===== src/rtl/sprite_pkg.sv =====
// Shared types and helpers for the sprite row renderer.
package sprite_pkg;

    typedef enum logic [1:0] {
        IDLE,
        FETCH,
        DRAIN
    } state_t;

    localparam int unsigned SCREEN_W_DEFAULT = 640;

    typedef logic signed [11:0] screen_x_t;

    function automatic int unsigned rom_addr_width(input int unsigned imgs,
                                                   input int unsigned w,
                                                   input int unsigned h);
        return $clog2(imgs * w * h);
    endfunction

endpackage


===== src/rtl/sprite_pipe_align.sv =====
// Delay line that carries each fetched column's valid flag and screen X
// alongside the ROM read, so they line up with rom_data.
module sprite_pipe_align
    import sprite_pkg::*;
#(
    parameter int unsigned DEPTH = 1
) (
    input  logic      clk,
    input  logic      reset,
    input  logic      valid_in,
    input  screen_x_t x_in,
    output logic      valid_out,
    output screen_x_t x_out
);

    logic [DEPTH-1:0] valid_sr;
    screen_x_t        x_sr [DEPTH];

    always_ff @(posedge clk or posedge reset) begin
        if (reset) begin
            valid_sr <= '0;
            for (int unsigned i = 0; i < DEPTH; i++) begin
                x_sr[i] <= '0;
            end
        end else begin
            valid_sr[0] <= valid_in;
            x_sr[0]     <= x_in;
            for (int unsigned i = 1; i < DEPTH; i++) begin
                valid_sr[i] <= valid_sr[i-1];
                x_sr[i]     <= x_sr[i-1];
            end
        end
    end

    assign valid_out = valid_sr[DEPTH-1];
    assign x_out     = x_sr[DEPTH-1];

endmodule


===== src/rtl/sprite_line_engine.sv =====
// Renders one row of one sprite into linebuffer writes with clipping and
// transparency keying. Define SPRITE_HFLIP_EN to enable horizontal mirroring.
module sprite_line_engine
    import sprite_pkg::*;
#(
    parameter int unsigned SPRITE_W   = 32,
    parameter int unsigned SPRITE_H   = 32,
    parameter int unsigned NUM_IMGS   = 32,
    parameter int unsigned SCREEN_W   = SCREEN_W_DEFAULT,
    parameter int unsigned PIXEL_W    = 16,
    parameter int unsigned TRANSP_BIT = 0,
    parameter int unsigned ROM_LAT    = 1,
    localparam int unsigned IMG_W     = $clog2(NUM_IMGS),
    localparam int unsigned ROW_W     = $clog2(SPRITE_H),
    localparam int unsigned ADDR_W    = rom_addr_width(NUM_IMGS, SPRITE_W, SPRITE_H)
) (
    input  logic                clk,
    input  logic                reset,
    input  logic                start,
    input  logic [IMG_W-1:0]    img_num,
    input  logic [ROW_W-1:0]    row_in_sprite,
    input  logic signed [10:0]  sprite_x,
    input  logic                flip_h,
    output logic [ADDR_W-1:0]   rom_addr,
    input  logic [PIXEL_W-1:0]  rom_data,
    output logic                wren,
    output logic [9:0]          pixel_hcount,
    output logic [PIXEL_W-1:0]  data,
    output logic                busy,
    output logic                done
);

    localparam int unsigned COL_W = $clog2(SPRITE_W);
    localparam int unsigned DRN_W = 2;
    localparam logic [COL_W-1:0] LAST_COL = COL_W'(SPRITE_W - 1);
    localparam logic [DRN_W-1:0] LAST_DRN = DRN_W'(ROM_LAT - 1);

`ifdef SPRITE_HFLIP_EN
    localparam bit HFLIP_EN = 1'b1;
`else
    localparam bit HFLIP_EN = 1'b0;
`endif

    state_t           state;
    logic [COL_W-1:0] col;
    logic [COL_W-1:0] col_nxt;
    logic [DRN_W-1:0] drn_cnt;
    logic [IMG_W-1:0] img_l;
    logic [ROW_W-1:0] row_l;
    screen_x_t        sx_l;
    logic             flip_l;
    logic             valid_s0;
    screen_x_t        x_s0;
    logic             valid_al;
    screen_x_t        x_al;

    // Mirroring only changes which ROM column is read; screen X always ascends.
    function automatic logic [ADDR_W-1:0] fetch_addr(input logic [IMG_W-1:0] img,
                                                     input logic [ROW_W-1:0] row,
                                                     input logic [COL_W-1:0] c,
                                                     input logic             flip);
        logic [COL_W-1:0] fc;
        fc = (HFLIP_EN && flip) ? (LAST_COL - c) : c;
        return ADDR_W'({img, row, fc});
    endfunction

    assign col_nxt = col + 1'b1;

    always_ff @(posedge clk or posedge reset) begin
        if (reset) begin
            state    <= IDLE;
            col      <= '0;
            drn_cnt  <= '0;
            img_l    <= '0;
            row_l    <= '0;
            sx_l     <= '0;
            flip_l   <= 1'b0;
            rom_addr <= '0;
            valid_s0 <= 1'b0;
            x_s0     <= '0;
            busy     <= 1'b0;
            done     <= 1'b0;
        end else begin
            done <= 1'b0;
            unique case (state)
                IDLE: begin
                    if (start) begin
                        state    <= FETCH;
                        busy     <= 1'b1;
                        col      <= '0;
                        img_l    <= img_num;
                        row_l    <= row_in_sprite;
                        sx_l     <= screen_x_t'(sprite_x);
                        flip_l   <= flip_h;
                        rom_addr <= fetch_addr(img_num, row_in_sprite, '0, flip_h);
                        valid_s0 <= 1'b1;
                        x_s0     <= screen_x_t'(sprite_x);
                    end
                end
                FETCH: begin
                    if (col == LAST_COL) begin
                        state    <= DRAIN;
                        valid_s0 <= 1'b0;
                        drn_cnt  <= '0;
                    end else begin
                        col      <= col_nxt;
                        rom_addr <= fetch_addr(img_l, row_l, col_nxt, flip_l);
                        x_s0     <= sx_l + screen_x_t'(col_nxt);
                    end
                end
                DRAIN: begin
                    if (drn_cnt == LAST_DRN) begin
                        state <= IDLE;
                        busy  <= 1'b0;
                        done  <= 1'b1;
                    end else begin
                        drn_cnt <= drn_cnt + 1'b1;
                    end
                end
                default: state <= IDLE;
            endcase
        end
    end

    sprite_pipe_align #(
        .DEPTH(ROM_LAT)
    ) u_align (
        .clk      (clk),
        .reset    (reset),
        .valid_in (valid_s0),
        .x_in     (x_s0),
        .valid_out(valid_al),
        .x_out    (x_al)
    );

    always_comb begin
        wren = valid_al && !x_al[11] && ($unsigned(x_al) < 12'(SCREEN_W))
               && !rom_data[TRANSP_BIT];
        pixel_hcount = x_al[9:0];
        data = valid_al ? rom_data : '0;
    end

endmodule


===== config.mk =====
export PLATFORM = sky130hd
export DESIGN_NAME = sprite_line_engine
export DESIGN_NICKNAME = d
export VERILOG_FILES = /design/src/rtl/sprite_pkg.sv /design/src/rtl/sprite_pipe_align.sv /design/src/rtl/sprite_line_engine.sv
export SDC_FILE = /design/constraint.sdc
export NUM_CORES = 1
export LEC_CHECK = 0
export BUFFER_PORTS_ARGS = -buffer_cell sky130_fd_sc_hd__buf_2
export CAP_MARGIN = 20
export CORE_UTILIZATION = 40
export DETAILED_ROUTE_END_ITERATION = 6
export PLACE_DENSITY = 0.68
export SYNTH_ARGS = -nofsm -noshare
export SYNTH_HDL_FRONTEND = slang
export SYNTH_SLANG_ARGS = --single-unit

===== constraint.sdc =====
create_clock -name clk -period 4.1 [get_ports clk]
set_input_delay 0.41 -clock clk [delete_from_list [all_inputs] [get_ports clk]]
set_output_delay 0.41 -clock clk [all_outputs]
set_load 0.05 [all_outputs]

== Word-level counts from Yosys, hierarchy flattened ==
Index checks and enable logic that the tools add are counted.

* Bits in registers: 73
* Input bits: 41
* Output and inout bits: 44
* Logic and storage cells: 65

* $add $sub $neg: 3
* Magnitude comparators: 1
* Equality and inequality tests: 8
* Muxes and demuxes: 24
* Reductions and logical operators: 16

{| class="wikitable"
|+ Operators by type and width
! operator !! number
|-
| two-way mux 15 bit || 2
|-
| one-hot mux 15 bit (2 select lines) || 1
|-
| two-way mux 12 bit || 2
|-
| one-hot mux 12 bit (2 select lines) || 1
|-
| two-way mux 16 bit || 1
|-
| AND reduction 3 bit || 5
|-
| adder 11 x 6 -> 12 bit || 1
|-
| less-than comparator 12 x 10 -> 1 bit, second input constant || 1
|-
| two-way mux 2 bit || 5
|-
| two-way mux 5 bit || 2
|-
| != test 2 bit, second input constant || 5
|-
| one-hot mux 5 bit (2 select lines) || 1
|-
| one-hot mux 2 bit (3 select lines) || 1
|-
| nonzero test 2 bit || 3
|-
| adder 5 x 1 -> 5 bit, second input constant || 1
|-
| == test 5 bit, second input constant || 1
|-
| two-way mux 1 bit || 5
|-
| logical NOT 2 bit || 2
|-
| one-hot mux 1 bit (2 select lines) || 2
|-
| one-hot mux 2 bit (2 select lines) || 1
|-
| logical AND 1 bit || 3
|-
| adder 2 x 1 -> 2 bit, second input constant || 1
|-
| == test 2 x 1 -> 1 bit, second input constant || 1
|-
| == test 2 bit, second input constant || 1
|-
| other kinds (2) || 3
|}

== Logic depth before layout (Yosys ltp) ==
* Depth in word-level cells: 4
* Depth in mapped cells: 9
* Depth with buffers taken out: 9

== By module ==
From an unflattened synthesis, not the netlist that was laid out.

* Cell total of the unflattened synthesis: 291
* Area total of the unflattened synthesis: 3138.0 um2

{| class="wikitable"
|+ Modules (own cells, without submodules)
! module !! times used !! cells an instance !! area an instance (um2) !! sequential area each (um2)
|-
| sprite_line_engine || 1 || 277 || 2808.9 || 1376.3
|-
| sprite_pipe_align || 1 || 14 || 329.1 || 325.3
|}

== Least setup slack after synthesis ==
OpenSTA, ideal clock, no wires.

* Path kind: reg-to-reg
* Start: register rom_addr[0] (netlist name)
* End: register x_s0[5]
* Setup time: 0.065 ns
* Arrival: 2.573 ns
* Required time: 4.035 ns
* Slack: 1.462 ns
* Stages on the path, launching flop included: 9
* Path buffers: 0
* Period minus slack after synthesis: 2.638 ns
* Cells stage by stage: dfrtp_1 > ha_1 > and3_1 > ha_1 > ha_1 > or2_2 > and3_1 > o311ai_1 > o21a_1

{| class="wikitable"
|+ RTL lines
! item !! line !! source
|-
| end signal, assigned || sprite_line_engine.sv:97 || <nowiki>x_s0 <= screen_x_t'(sprite_x);</nowiki>
|-
| end signal, assigned || sprite_line_engine.sv:108 || <nowiki>x_s0 <= sx_l + screen_x_t'(col_nxt);</nowiki>
|-
| end, declared || sprite_line_engine.sv:53 || <nowiki>screen_x_t x_s0;</nowiki>
|}

==> metrics <==
Antenna Cells 0; number of max-cap violations 0; maximum vdd drop 0.359 mV; Synth Instances 339; ranking of synthesized cells by area dfrtp_1, nand2_1, and2_1; synth warn 0; Post-synth top flop dfrtp_1; Reg2Reg Depth 8; Finished Layout Cells 518; first-pass GRT wire length about 11000 um; highest-count cells in the layout ignoring fill and taps nand2_1, buf_2, dfrtp_1, nor2_1, and2_1; WS Path Type flop to flop; worst r2r src rom_addr[0]; final setup margin 1540 ps; Synth Register Bits 68; RD Place Congestion about 0.77; drt wl/cell 13.2 um; Setup Buffers After CTS 0; sequential area share after synthesis 0.532; initial antenna violation count 0; NetSw about 1.7 mW; Clock Power Share 0.156; final setup fails 0; Slew @ Worst Pin 865 ps; fin crit share 0.625; Sw Share 0.474; Power Density 925 nW/um2; fin nets 461; Final Hold Fails 0; Die Ht slightly above 90 um; fillers 722; fraction of registers with async set/reset 1.00; drt via density between 4 and 5; post_cts resized 0; drt initial violations 107; largest net degree at the start of global routing 38; # clock sinks 68; outcome completed; Die W 91.4 um; worst min-delay path category input port to async pin; Pint 1.84 mW; TritonCTS clock tree built; Setup crit end x_s0[5]; most common cell after layout, fill and taps aside nand2_1; synthesized area around 3200 um2; Area Overhead vs Synth 18.5%; vias in the first global route approximately 2.4k; hold buffer count at cts 0; leakage power 1.92 nW; number of flops mapped to enable cells by yosys 0; root buffer cell clkbuf_8; Core ar. 7730 um2; H-tree levels 3; DR vias roughly 2.6k; Overall Global Routing Usage 0.176; clock tree buffer depth 2; final WL 6850 um; Logic pwr share 0.505; placed cells 502; data required time at the worst endpoint 4380 ps; element type at the critical path start flop; Setup TNS 0 ps; # DRC 0; Synth top area share 0.532; shortest period the worst path allows between 2000 and 3000 ps; Initial Utilization 0.414; Setup WS pre-CTS 1550 ps; I/O pin count between 80 and 90; relative slew slack 0.423; reg2reg end x_s0[5]; CTS Buf Count 9; Worst EP arrival 2840 ps; Port Buffers 83; GRT Residual Overflow 0; syn_area_per_cell 9.43 um2; CP Capture Type flop; R2R Setup Slk 1540 ps; Max Clk Rate 0.390 GHz; Clock Latency Late Sink 350 ps; Clock Pin Slew Worst Setup and Hold Paths 80 ps; RSZ-0062 raised after global routing false; clk_skew about 12 ps; CP max FO 6; sequential share of power 0.339; unique cell type count in the Yosys netlist 44; HPWL after DPL 4670 um; Yosys top cell by area dfrtp_1; DR pass1 iterations 4; max-slew violation count 0; syn_nets 389; post-route ant nets 0; die area 8360 um2; Worst Setup SP rom_addr[0]; fraction of layout cells with a size suffix above 1 0.262; Site Rows 32
-- how the worst min path moves through the flow --
stage | from | endpoint | slack, ps | cells after the start
after global placement | x_s0[6] | u_align.x_out[6] | 360 | 0
after detailed placement | x_s0[0] | u_align.x_out[0] | 360 | 0
final | reset | row_l[2] | 150 | 2
after floorplan | valid_s0 | u_align.valid_out | 350 | 0
after global routing | reset | row_l[2] | 220 | 2
after CTS | reset | row_l[2] | 170 | 2
-- worst max-delay path: stages (launching register included) --
cell and delay [ps]:
dfrtp_1 440, ha_1 270, and3_1 190, ha_1 290, ha_1 340, or2_2 330, and3_1 210, o311ai_1 270
o21a_1 160
-- synthesized netlist by cell type, types with 2 or more instances --
| master | count |
|---|---|
| nand2_1 | 102 |
| dfrtp_1 | 68 |
| nor2_1 | 22 |
| and2_1 | 17 |
| o21ai_0 | 14 |
| buf_4 | 13 |
| a31oi_1 | 12 |
| a21oi_1 | 9 |
| ha_1 | 8 |
| nand3_1 | 7 |
| buf_2 | 6 |
| inv_1 | 6 |
| clkbuf_1 | 4 |
| o211ai_1 | 4 |
| xnor2_1 | 4 |
| a22oi_1 | 3 |
| and3_1 | 3 |
| buf_6 | 3 |
| nor3_1 | 3 |
| xor2_1 | 3 |
| a22o_1 | 2 |
| mux2i_1 | 2 |
| nand2b_1 | 2 |
| nor3b_2 | 2 |
-- stage by stage --
| stage | power [mW] | hold slack, ps | instance area (um2) | util |
|---|---|---|---|---|
| after floorplan | 2.66 | 348 | 3200 | - |
| after global placement | 2.93 | 361 | 3590 | 0.465 |
| after global routing | 3.76 | 216 | 3790 | 0.490 |
| after detailed placement | 2.98 | 364 | 3590 | 0.465 |
| after CTS | 3.53 | 167 | 3790 | 0.490 |
| final | 3.51 | 147 | 3790 | 0.490 |
-- state kept, by name, indices dropped and copies added, names as in the netlist --
register           count
drn_cnt                2
row_l                  5
u_align.valid_out      1
img_l                  5
sx_l                  11
busy                   1
valid_s0               1
rom_addr              15
done                   1
u_align.x_out         12
state                  2
x_s0                  12
-- cells by family (layout without fill, tap and decap cells) --
family	count (synthesis)	in the layout	share of synthesized area
AND/OR/NAND/NOR	169	169	0.242
AO/OA/AOI/OAI	51	51	0.0994
multiplexers	2	2	0.00626
buffers and inverters	33	110	0.0634
flip-flops	68	68	0.532
adder cells (fa/ha/maj)	9	9	0.0376
XOR/XNOR	7	7	0.0192
-- area by class of cell --
cell class              count  area (um2)  area share
flip-flops and latches     68        1700       0.449
repair buffers             87         445       0.118
multi-input cells         238        1290       0.341
well taps                 102         128      0.0337
clock inverters             4        48.8      0.0129
clock buffers              12         145      0.0383
inverters                   7        26.3     0.00694
-- routing by layer --
metal | wire length, um | share of wire | up-vias | track usage
met5 | 0 | 0 | - | 0
met4 | 163 | 0.024 | 0 | 0.0899
met3 | 380 | 0.056 | 16 | 0.0385
met2 | 3210 | 0.47 | 86 | 0.284
met1 | 3090 | 0.45 | 1221 | 0.222
li1 | - | - | 1256 | -
-- power by group through the flow --
| stage | registers (mW) | clock network (mW) | logic [mW] |
|---|---|---|---|
| 2_1_floorplan | 1.41 | 0 | 1.26 |
| 3_3_place_gp | 1.19 | 0 | 1.75 |
| 3_5_place_dp | 1.20 | 0 | 1.77 |
| 4_1_cts | 1.19 | 0.558 | 1.78 |
| 5_1_grt | 1.24 | 0.585 | 1.94 |
| 6_report | 1.19 | 0.547 | 1.77 |
(Power assumes the default switching activity.)
